`config.mk`:
```
export PLATFORM = sky130hd
export DESIGN_NAME = wb_arb2_rr
export DESIGN_NICKNAME = d
export VERILOG_FILES = /design/src/rtl/wb_arb2_rr.sv
export SDC_FILE = /design/constraint.sdc
export NUM_CORES = 1
export LEC_CHECK = 0
export BUFFER_PORTS_ARGS = -buffer_cell sky130_fd_sc_hd__buf_2
export CAP_MARGIN = 20
export CORE_AREA = 2 2 124 126
export CTS_CLUSTER_SIZE = 25
export DETAILED_ROUTE_END_ITERATION = 10
export DIE_AREA = 0 0 126 128
export PLACE_DENSITY_LB_ADDON = 0.15
export SYNTH_ARGS = -nofsm -noshare
export SYNTH_HDL_FRONTEND = slang
export SYNTH_SLANG_ARGS = --single-unit
```
`constraint.sdc`:
```
create_clock -name wb_clk_i -period 2.51 [get_ports wb_clk_i]
set_input_delay 0.251 -clock wb_clk_i [delete_from_list [all_inputs] [get_ports wb_clk_i]]
set_output_delay 0.251 -clock wb_clk_i [all_outputs]
set_load 0.05 [all_outputs]
```
`src/rtl/wb_arb2_rr.sv`:
```
// Two-master round-robin Wishbone classic arbiter with strobe watchdog.
// Ports: m0_*/m1_* master sides, s_* shared slave side, grant_o owner.
module wb_arb2_rr #(
  parameter int AW      = 32,
  parameter int DW      = 32,
  parameter int TIMEOUT = 255
) (
  input  logic            wb_clk_i,
  input  logic            wb_rst_ni,
  // master 0
  input  logic [AW-1:0]   m0_adr_i,
  input  logic [DW-1:0]   m0_dat_i,
  input  logic [DW/8-1:0] m0_sel_i,
  input  logic            m0_we_i,
  input  logic            m0_cyc_i,
  input  logic            m0_stb_i,
  output logic [DW-1:0]   m0_dat_o,
  output logic            m0_ack_o,
  output logic            m0_err_o,
  // master 1
  input  logic [AW-1:0]   m1_adr_i,
  input  logic [DW-1:0]   m1_dat_i,
  input  logic [DW/8-1:0] m1_sel_i,
  input  logic            m1_we_i,
  input  logic            m1_cyc_i,
  input  logic            m1_stb_i,
  output logic [DW-1:0]   m1_dat_o,
  output logic            m1_ack_o,
  output logic            m1_err_o,
  // shared slave
  output logic [AW-1:0]   s_adr_o,
  output logic [DW-1:0]   s_dat_o,
  output logic [DW/8-1:0] s_sel_o,
  output logic            s_we_o,
  output logic            s_cyc_o,
  output logic            s_stb_o,
  input  logic [DW-1:0]   s_dat_i,
  input  logic            s_ack_i,
  input  logic            s_err_i,
  // owner
  output logic [1:0]      grant_o
);

  typedef enum logic [1:0] {
    IDLE = 2'd0,
    OWN0 = 2'd1,
    OWN1 = 2'd2
  } state_e;

  localparam logic [15:0] WD_LAST = 16'(TIMEOUT - 1);

  state_e      state_q, state_d;
  logic        last_q, last_d;
  logic [15:0] wdog_q, wdog_d;
  logic [1:0]  grant_q, grant_d;

  logic stb_sel;
  logic tmo;

  // Watchdog fires only when the slave stays silent this cycle.
  always_comb begin
    stb_sel = ((state_q == OWN0) & m0_stb_i)
            | ((state_q == OWN1) & m1_stb_i);
    tmo = stb_sel & ~s_ack_i & ~s_err_i
        & (wdog_q == WD_LAST);
  end

  always_comb begin
    s_adr_o  = '0;
    s_dat_o  = '0;
    s_sel_o  = '0;
    s_we_o   = 1'b0;
    s_cyc_o  = 1'b0;
    s_stb_o  = 1'b0;
    m0_dat_o = '0;
    m0_ack_o = 1'b0;
    m0_err_o = 1'b0;
    m1_dat_o = '0;
    m1_ack_o = 1'b0;
    m1_err_o = 1'b0;
    unique case (state_q)
      OWN0: begin
        s_adr_o  = m0_adr_i;
        s_dat_o  = m0_dat_i;
        s_sel_o  = m0_sel_i;
        s_we_o   = m0_we_i;
        s_cyc_o  = m0_cyc_i;
        s_stb_o  = m0_stb_i & ~tmo;
        m0_dat_o = s_dat_i;
        m0_ack_o = s_ack_i;
        m0_err_o = s_err_i | tmo;
      end
      OWN1: begin
        s_adr_o  = m1_adr_i;
        s_dat_o  = m1_dat_i;
        s_sel_o  = m1_sel_i;
        s_we_o   = m1_we_i;
        s_cyc_o  = m1_cyc_i;
        s_stb_o  = m1_stb_i & ~tmo;
        m1_dat_o = s_dat_i;
        m1_ack_o = s_ack_i;
        m1_err_o = s_err_i | tmo;
      end
      default: ;
    endcase
  end

  always_comb begin
    state_d = state_q;
    last_d  = last_q;
    wdog_d  = '0;
    unique case (state_q)
      IDLE: begin
        if (m0_cyc_i && m1_cyc_i) begin
          state_d = last_q ? OWN0 : OWN1;
        end else if (m0_cyc_i) begin
          state_d = OWN0;
        end else if (m1_cyc_i) begin
          state_d = OWN1;
        end
      end
      OWN0: begin
        if (!m0_cyc_i) begin
          state_d = IDLE;
          last_d  = 1'b0;
        end else if (stb_sel && !s_ack_i
                     && !s_err_i && !tmo) begin
          wdog_d = wdog_q + 16'd1;
        end
      end
      OWN1: begin
        if (!m1_cyc_i) begin
          state_d = IDLE;
          last_d  = 1'b1;
        end else if (stb_sel && !s_ack_i
                     && !s_err_i && !tmo) begin
          wdog_d = wdog_q + 16'd1;
        end
      end
      default: state_d = IDLE;
    endcase
    // Decode of the next state so grant_o tracks state_q.
    grant_d = {state_d == OWN1, state_d == OWN0};
  end

  always_ff @(posedge wb_clk_i) begin
    if (!wb_rst_ni) begin
      state_q <= IDLE;
      last_q  <= 1'b1;
      wdog_q  <= '0;
      grant_q <= '0;
    end else begin
      state_q <= state_d;
      last_q  <= last_d;
      wdog_q  <= wdog_d;
      grant_q <= grant_d;
    end
  end

  assign grant_o = grant_q;

endmodule

```
# Word level (Yosys, flattened, before mapping)
# Index checks and enable logic that the tools add are counted.
[op_classes]
mux = 26
n_reduce_logical = 10
add_sub_neg = 1
n_eq_ne = 7
bitwise = 12
[ops]
columns = ["operator", "n"]
rows = [
  ["one-hot mux 32 bit (2 select lines)", 2],
  ["2-to-1 mux 32 bit", 2],
  ["2-to-1 mux 16 bit", 3],
  ["one-hot mux 16 bit (2 select lines)", 1],
  ["adder 16 x 1 -> 16 bit, second input constant", 1],
  ["== test 16 x 8 -> 1 bit, second input constant", 1],
  ["2-to-1 mux 2 bit", 6],
  ["one-hot mux 1 bit (2 select lines)", 4],
  ["one-hot mux 4 bit (2 select lines)", 1],
  ["AND 1 bit", 7],
  ["2-to-1 mux 1 bit", 6],
  ["one-hot mux 2 bit (3 select lines)", 1],
  ["== test 2 x 1 -> 1 bit, second input constant", 2],
  ["== test 2 bit, second input constant", 2],
  ["logical AND 1 bit", 4],
  ["!= test 2 bit, second input constant", 2],
  ["logical NOT 1 bit", 3],
  ["inverter 1 bit", 3],
  ["AND reduction 3 bit", 1],
  ["logical NOT 2 bit", 1],
  ["OR 1 bit", 2],
  ["nonzero test 2 bit", 1],
]
[totals]
out_inout_bits = 141
reg_bits = 21
elab_cells = 60

# Longest topological paths before layout
[logic_depth]
word_depth = 11
ltp_mapped = 8
mapped_depth_nobuf = 6

# Least setup slack after synthesis
# Ideal clock, no wire load.
[synth_timing]
path_type = "register to output"
startpoint = "reg state_q[0]"
endpoint = "out s_adr_o[11]"
slack_ps = 277
arrival_time_ps = 1982
path_stages_with_launch = 8
required_ps = 2259
path_cell_list = "dfxtp_1 -> inv_1 -> ha_1 -> buf_2 -> buf_2 -> buf_1 -> a22oi_1 -> nor2b_1"
[synth_via]
elab_chain_len = 2
word_cells_on_any_way = 3
cone_classes = "eq/ne: 2; mux: 1"
[synth_rtl]
columns = ["item", "line_no", "text"]
rows = [
  ["start: declaration", "52", "state_e state_q, state_d;"],
  ["start signal: assignment", "153", "state_q <= state_d;"],
  ["== test 2 bit / == test 2 x 1 -> 1 bit (equally long branches)", "81", "unique case (state_q)"],
  ["one-hot mux 32 bit (2 select lines) *", "81", ""],
  ["end: declaration", "31", "output logic [AW-1:0] s_adr_o,"],
]
# Every way passes the cells marked *; elsewhere a longest branch is shown, timed or not.

# Worst setup path in the final report
[layout_timing]
startpoint = "reg state_q[0]"
endpoint = "out s_cyc_o"
[layout_via]
elab_chain_len = 2
word_cells_on_any_way = 3
cone_classes = "eq/ne: 2; mux: 1"
[layout_rtl]
columns = ["item", "line_no", "text"]
rows = [
  ["== test 2 bit / == test 2 x 1 -> 1 bit (equally long branches)", "81", ""],
  ["one-hot mux 1 bit (2 select lines) *", "81", ""],
  ["end: declaration", "35", "output logic s_cyc_o,"],
]
# Marks and branches as above.

==> flow_summary.yaml <==
route:
  drt_wl_total_um: 13000
  route.detailed.drc: 0
  routed-via-count: 3650
  drt_first_pass_iters: 4
  antenna_left: 0
  routed_wire_length_per_instance_um: 15.5
  drt_iter0_drc: 133
  vias_per_cell: 4.35
cts:
  cts.sink_count: 21
  ctsHoldBuffers: 0
  ctsHtreeMaxLevel: 1
  cts-buffers-inserted: 3
  root_buffer: "sky130_fd_sc_hd__clkbuf_16"
  cts.repair_timing.setup_buffer_count: 0
  post_cts_resize_count: 0
  cts_tree: "done"
  clkSlewWorstSetupHoldPaths_ns: 0.06
  worstSkewPairLatency_ns: 0.25
  clk_path_buf_depth: 2
sta:
  timing.final.crit_share_pct: 88.7
  final_max_slew_viol_count: 0
  fin_tns_setup_ns: 0
  hold_viol_final: 0
  fmax_ghz: 0.449
  finalSetupViolCount: 0
  post_route_hold_slack_ns: 0.248
  grt_setup_unrepaired: "no"
  worst-slew-pin-transition_ns: 0.362
  final_period_minus_worst_setup_slack_ns: 2.23
  worst_max_slew_margin_expressed_relative_to_the_limit_pct: 75.6
  worst_clock_skew_ns: 0.00354
cells_and_area:
  stdcell_area_mm2: 0.00445
  fin_nets: 836
  area_delta_synth_final_pct: 72.7
  share_of_layout_cells_above_drive_strength_1_pct: 51.6
synth:
  postSynthRegisterBits: 21
  synthTopCellsByArea: "sky130_fd_sc_hd__a22oi_1 (21%), sky130_fd_sc_hd__nor2b_1 (18%), sky130_fd_sc_hd__and2_1 (17%)"
  avgSynthCellArea_um2: 7.24
  synth_ff_type: "sky130_fd_sc_hd__dfxtp_1"
  syn_area_mm2: 0.00258
  cell_taking_the_most_area_after_synthesis: "sky130_fd_sc_hd__a22oi_1"
  synth-seq-area-share_pct: 16.3
  synth_net_count: 540
  synthDominantCellAreaShare_pct: 20.7
  yosysWarningCount: 0
  synth-async-reset-ratio_pct: 0
  netlist_top_cells_count: "sky130_fd_sc_hd__nor2b_1 (74), sky130_fd_sc_hd__a22oi_1 (71), sky130_fd_sc_hd__and2_1 (68)"
  synth_edf_count: 0
  synth.distinct_cells: 34
  netlist_instances: 356
  synth_most_common_cell: "sky130_fd_sc_hd__nor2b_1"
floorplanning:
  initial_cell_density_of_the_core_pct: 17.3
  ioPinCount: 319
  fp-row-count: 45
  coreArea_mm2: 0.0149
  fp.dieW_um: 126
  die_area_mm2: 0.0161
  die_h_um: 128
grt:
  global_route_usage_sum_pct: 14.3
  grt_overflow: 0
  first_pass_grt_wire_length_um: 18800
  via_count_of_the_first_global_routing_pass: 3395
  antenna_violations_before_repair: 2
  grt_max_degree: 81
min_path:
  worst_hold_path_type: "primary input to flip-flop"
power_and_ir_drop:
  vdd_drop_max_mv: 0.246
  p_per_area_mw_per_mm2: 406
  cellLeakagePower_uw: 0.00228
  power.total_uw: 1810
placement:
  final_replace_weighted_congestion: 0.820
  placed_area_mm2: 0.00437
  detailedPlacementHpwl_um: 10700
  portBuffers: 318
outcome:
  outcome: "complete, no violations"
critical_path:
  reg2reg_slack_ns: 0.56
  maximum_fanout_along_the_worst_path: 80
  endpoint_kind: "output port"
  worstSetupPathType: "flip-flop to output port"
  worst_ep_arrival_time_ns: 1.98
  crit_required_ns: 2.26
  start_kind: "flip-flop"
run:
  drv.max_cap_violation_count: 0
==> worst paths after layout <==
path                                  from          to  depth (start not counted)
worst min register to register   wdog_q[0]   wdog_q[0]                          1
worst max register to register  state_q[0]  wdog_q[14]                          7
worst min-delay path             wb_rst_ni      last_q                          2
worst max-delay path            state_q[0]     s_cyc_o                          6
==> metrics by stage <==
step                cells  setup WS, ns  utilization (%)
global placement      835         0.554             29.4
floorplan             356         0.277                -
detailed placement    835         0.497             29.4
CTS                   839         0.231             29.9
global route          840         0.138             29.9
finish                840         0.284             29.9
==> cell usage in the layout, fill, tap and decap left out, types with 3 or more instances in the layout <==
master                      Yosys  routed
sky130_fd_sc_hd__a21oi_1        5       5
sky130_fd_sc_hd__a22oi_1       71      71
sky130_fd_sc_hd__and2_1        68      68
sky130_fd_sc_hd__buf_12         0       3
sky130_fd_sc_hd__buf_2          4     318
sky130_fd_sc_hd__buf_4          0       3
sky130_fd_sc_hd__clkbuf_16      0       3
sky130_fd_sc_hd__dfxtp_1       21      21
sky130_fd_sc_hd__ha_1           6       3
sky130_fd_sc_hd__inv_1          3       3
sky130_fd_sc_hd__nand2_1        9       9
sky130_fd_sc_hd__nand3_1        9       9
sky130_fd_sc_hd__nand4_1        5       5
sky130_fd_sc_hd__nor2_1        16      16
sky130_fd_sc_hd__nor2b_1       74      74
sky130_fd_sc_hd__nor4_1         3       3
sky130_fd_sc_hd__o21ai_0        3       3
sky130_fd_sc_hd__xnor2_1        6       6
sky130_fd_sc_hd__xor2_1         7       7
==> flip-flops by register name, summed over array words and instances, names as in the netlist <==
| register | count |
|---|---|
| wdog_q | 16 |
| grant_o | 2 |
| state_q | 2 |
| last_q | 1 |
==> worst max-delay path, stage by stage, from the launching register on <==
cell and delay [ns]:
sky130_fd_sc_hd__dfxtp_1 0.35, sky130_fd_sc_hd__inv_1 0.15, sky130_fd_sc_hd__ha_4 0.18, sky130_fd_sc_hd__buf_12 0.26
sky130_fd_sc_hd__a22o_1 0.23, sky130_fd_sc_hd__and2_1 0.24, sky130_fd_sc_hd__buf_2 0.30
==> layout make-up <==
class                           count  area [µm²]
Tap cell                          188         235
Timing Repair Buffer              324        1670
Fill cell                        1677       10400
Inverter                            3        11.3
Sequential cell                    21         420
Multi-Input combinational cell    299        2030
Clock buffer                        4        78.8
Antenna cell                        1        2.50
==> report_power, final <==
group | switching [µW] | internal (µW)
sequential | 6.40 | 341
clock | 116 | 216
combinational | 755 | 374
==> cells by family after synthesis <==
group                      synth area share, %
AOI/OAI and AO/OA                         23.0
xor gates and xnor gates                  4.42
adders and majority gates                 2.91
buffers and inverters                     6.02
DFF                                       16.3
muxes                                    0.437
and+or+nand+nor                           46.9
==> per-layer routing <==
metal	track usage [%]	routed length, µm
met1	17.3	5220
met2	26.9	6860
met3	2.34	724
met4	2.65	155
met5	0	16
Note: power is estimated with default switching activity, not from simulation.
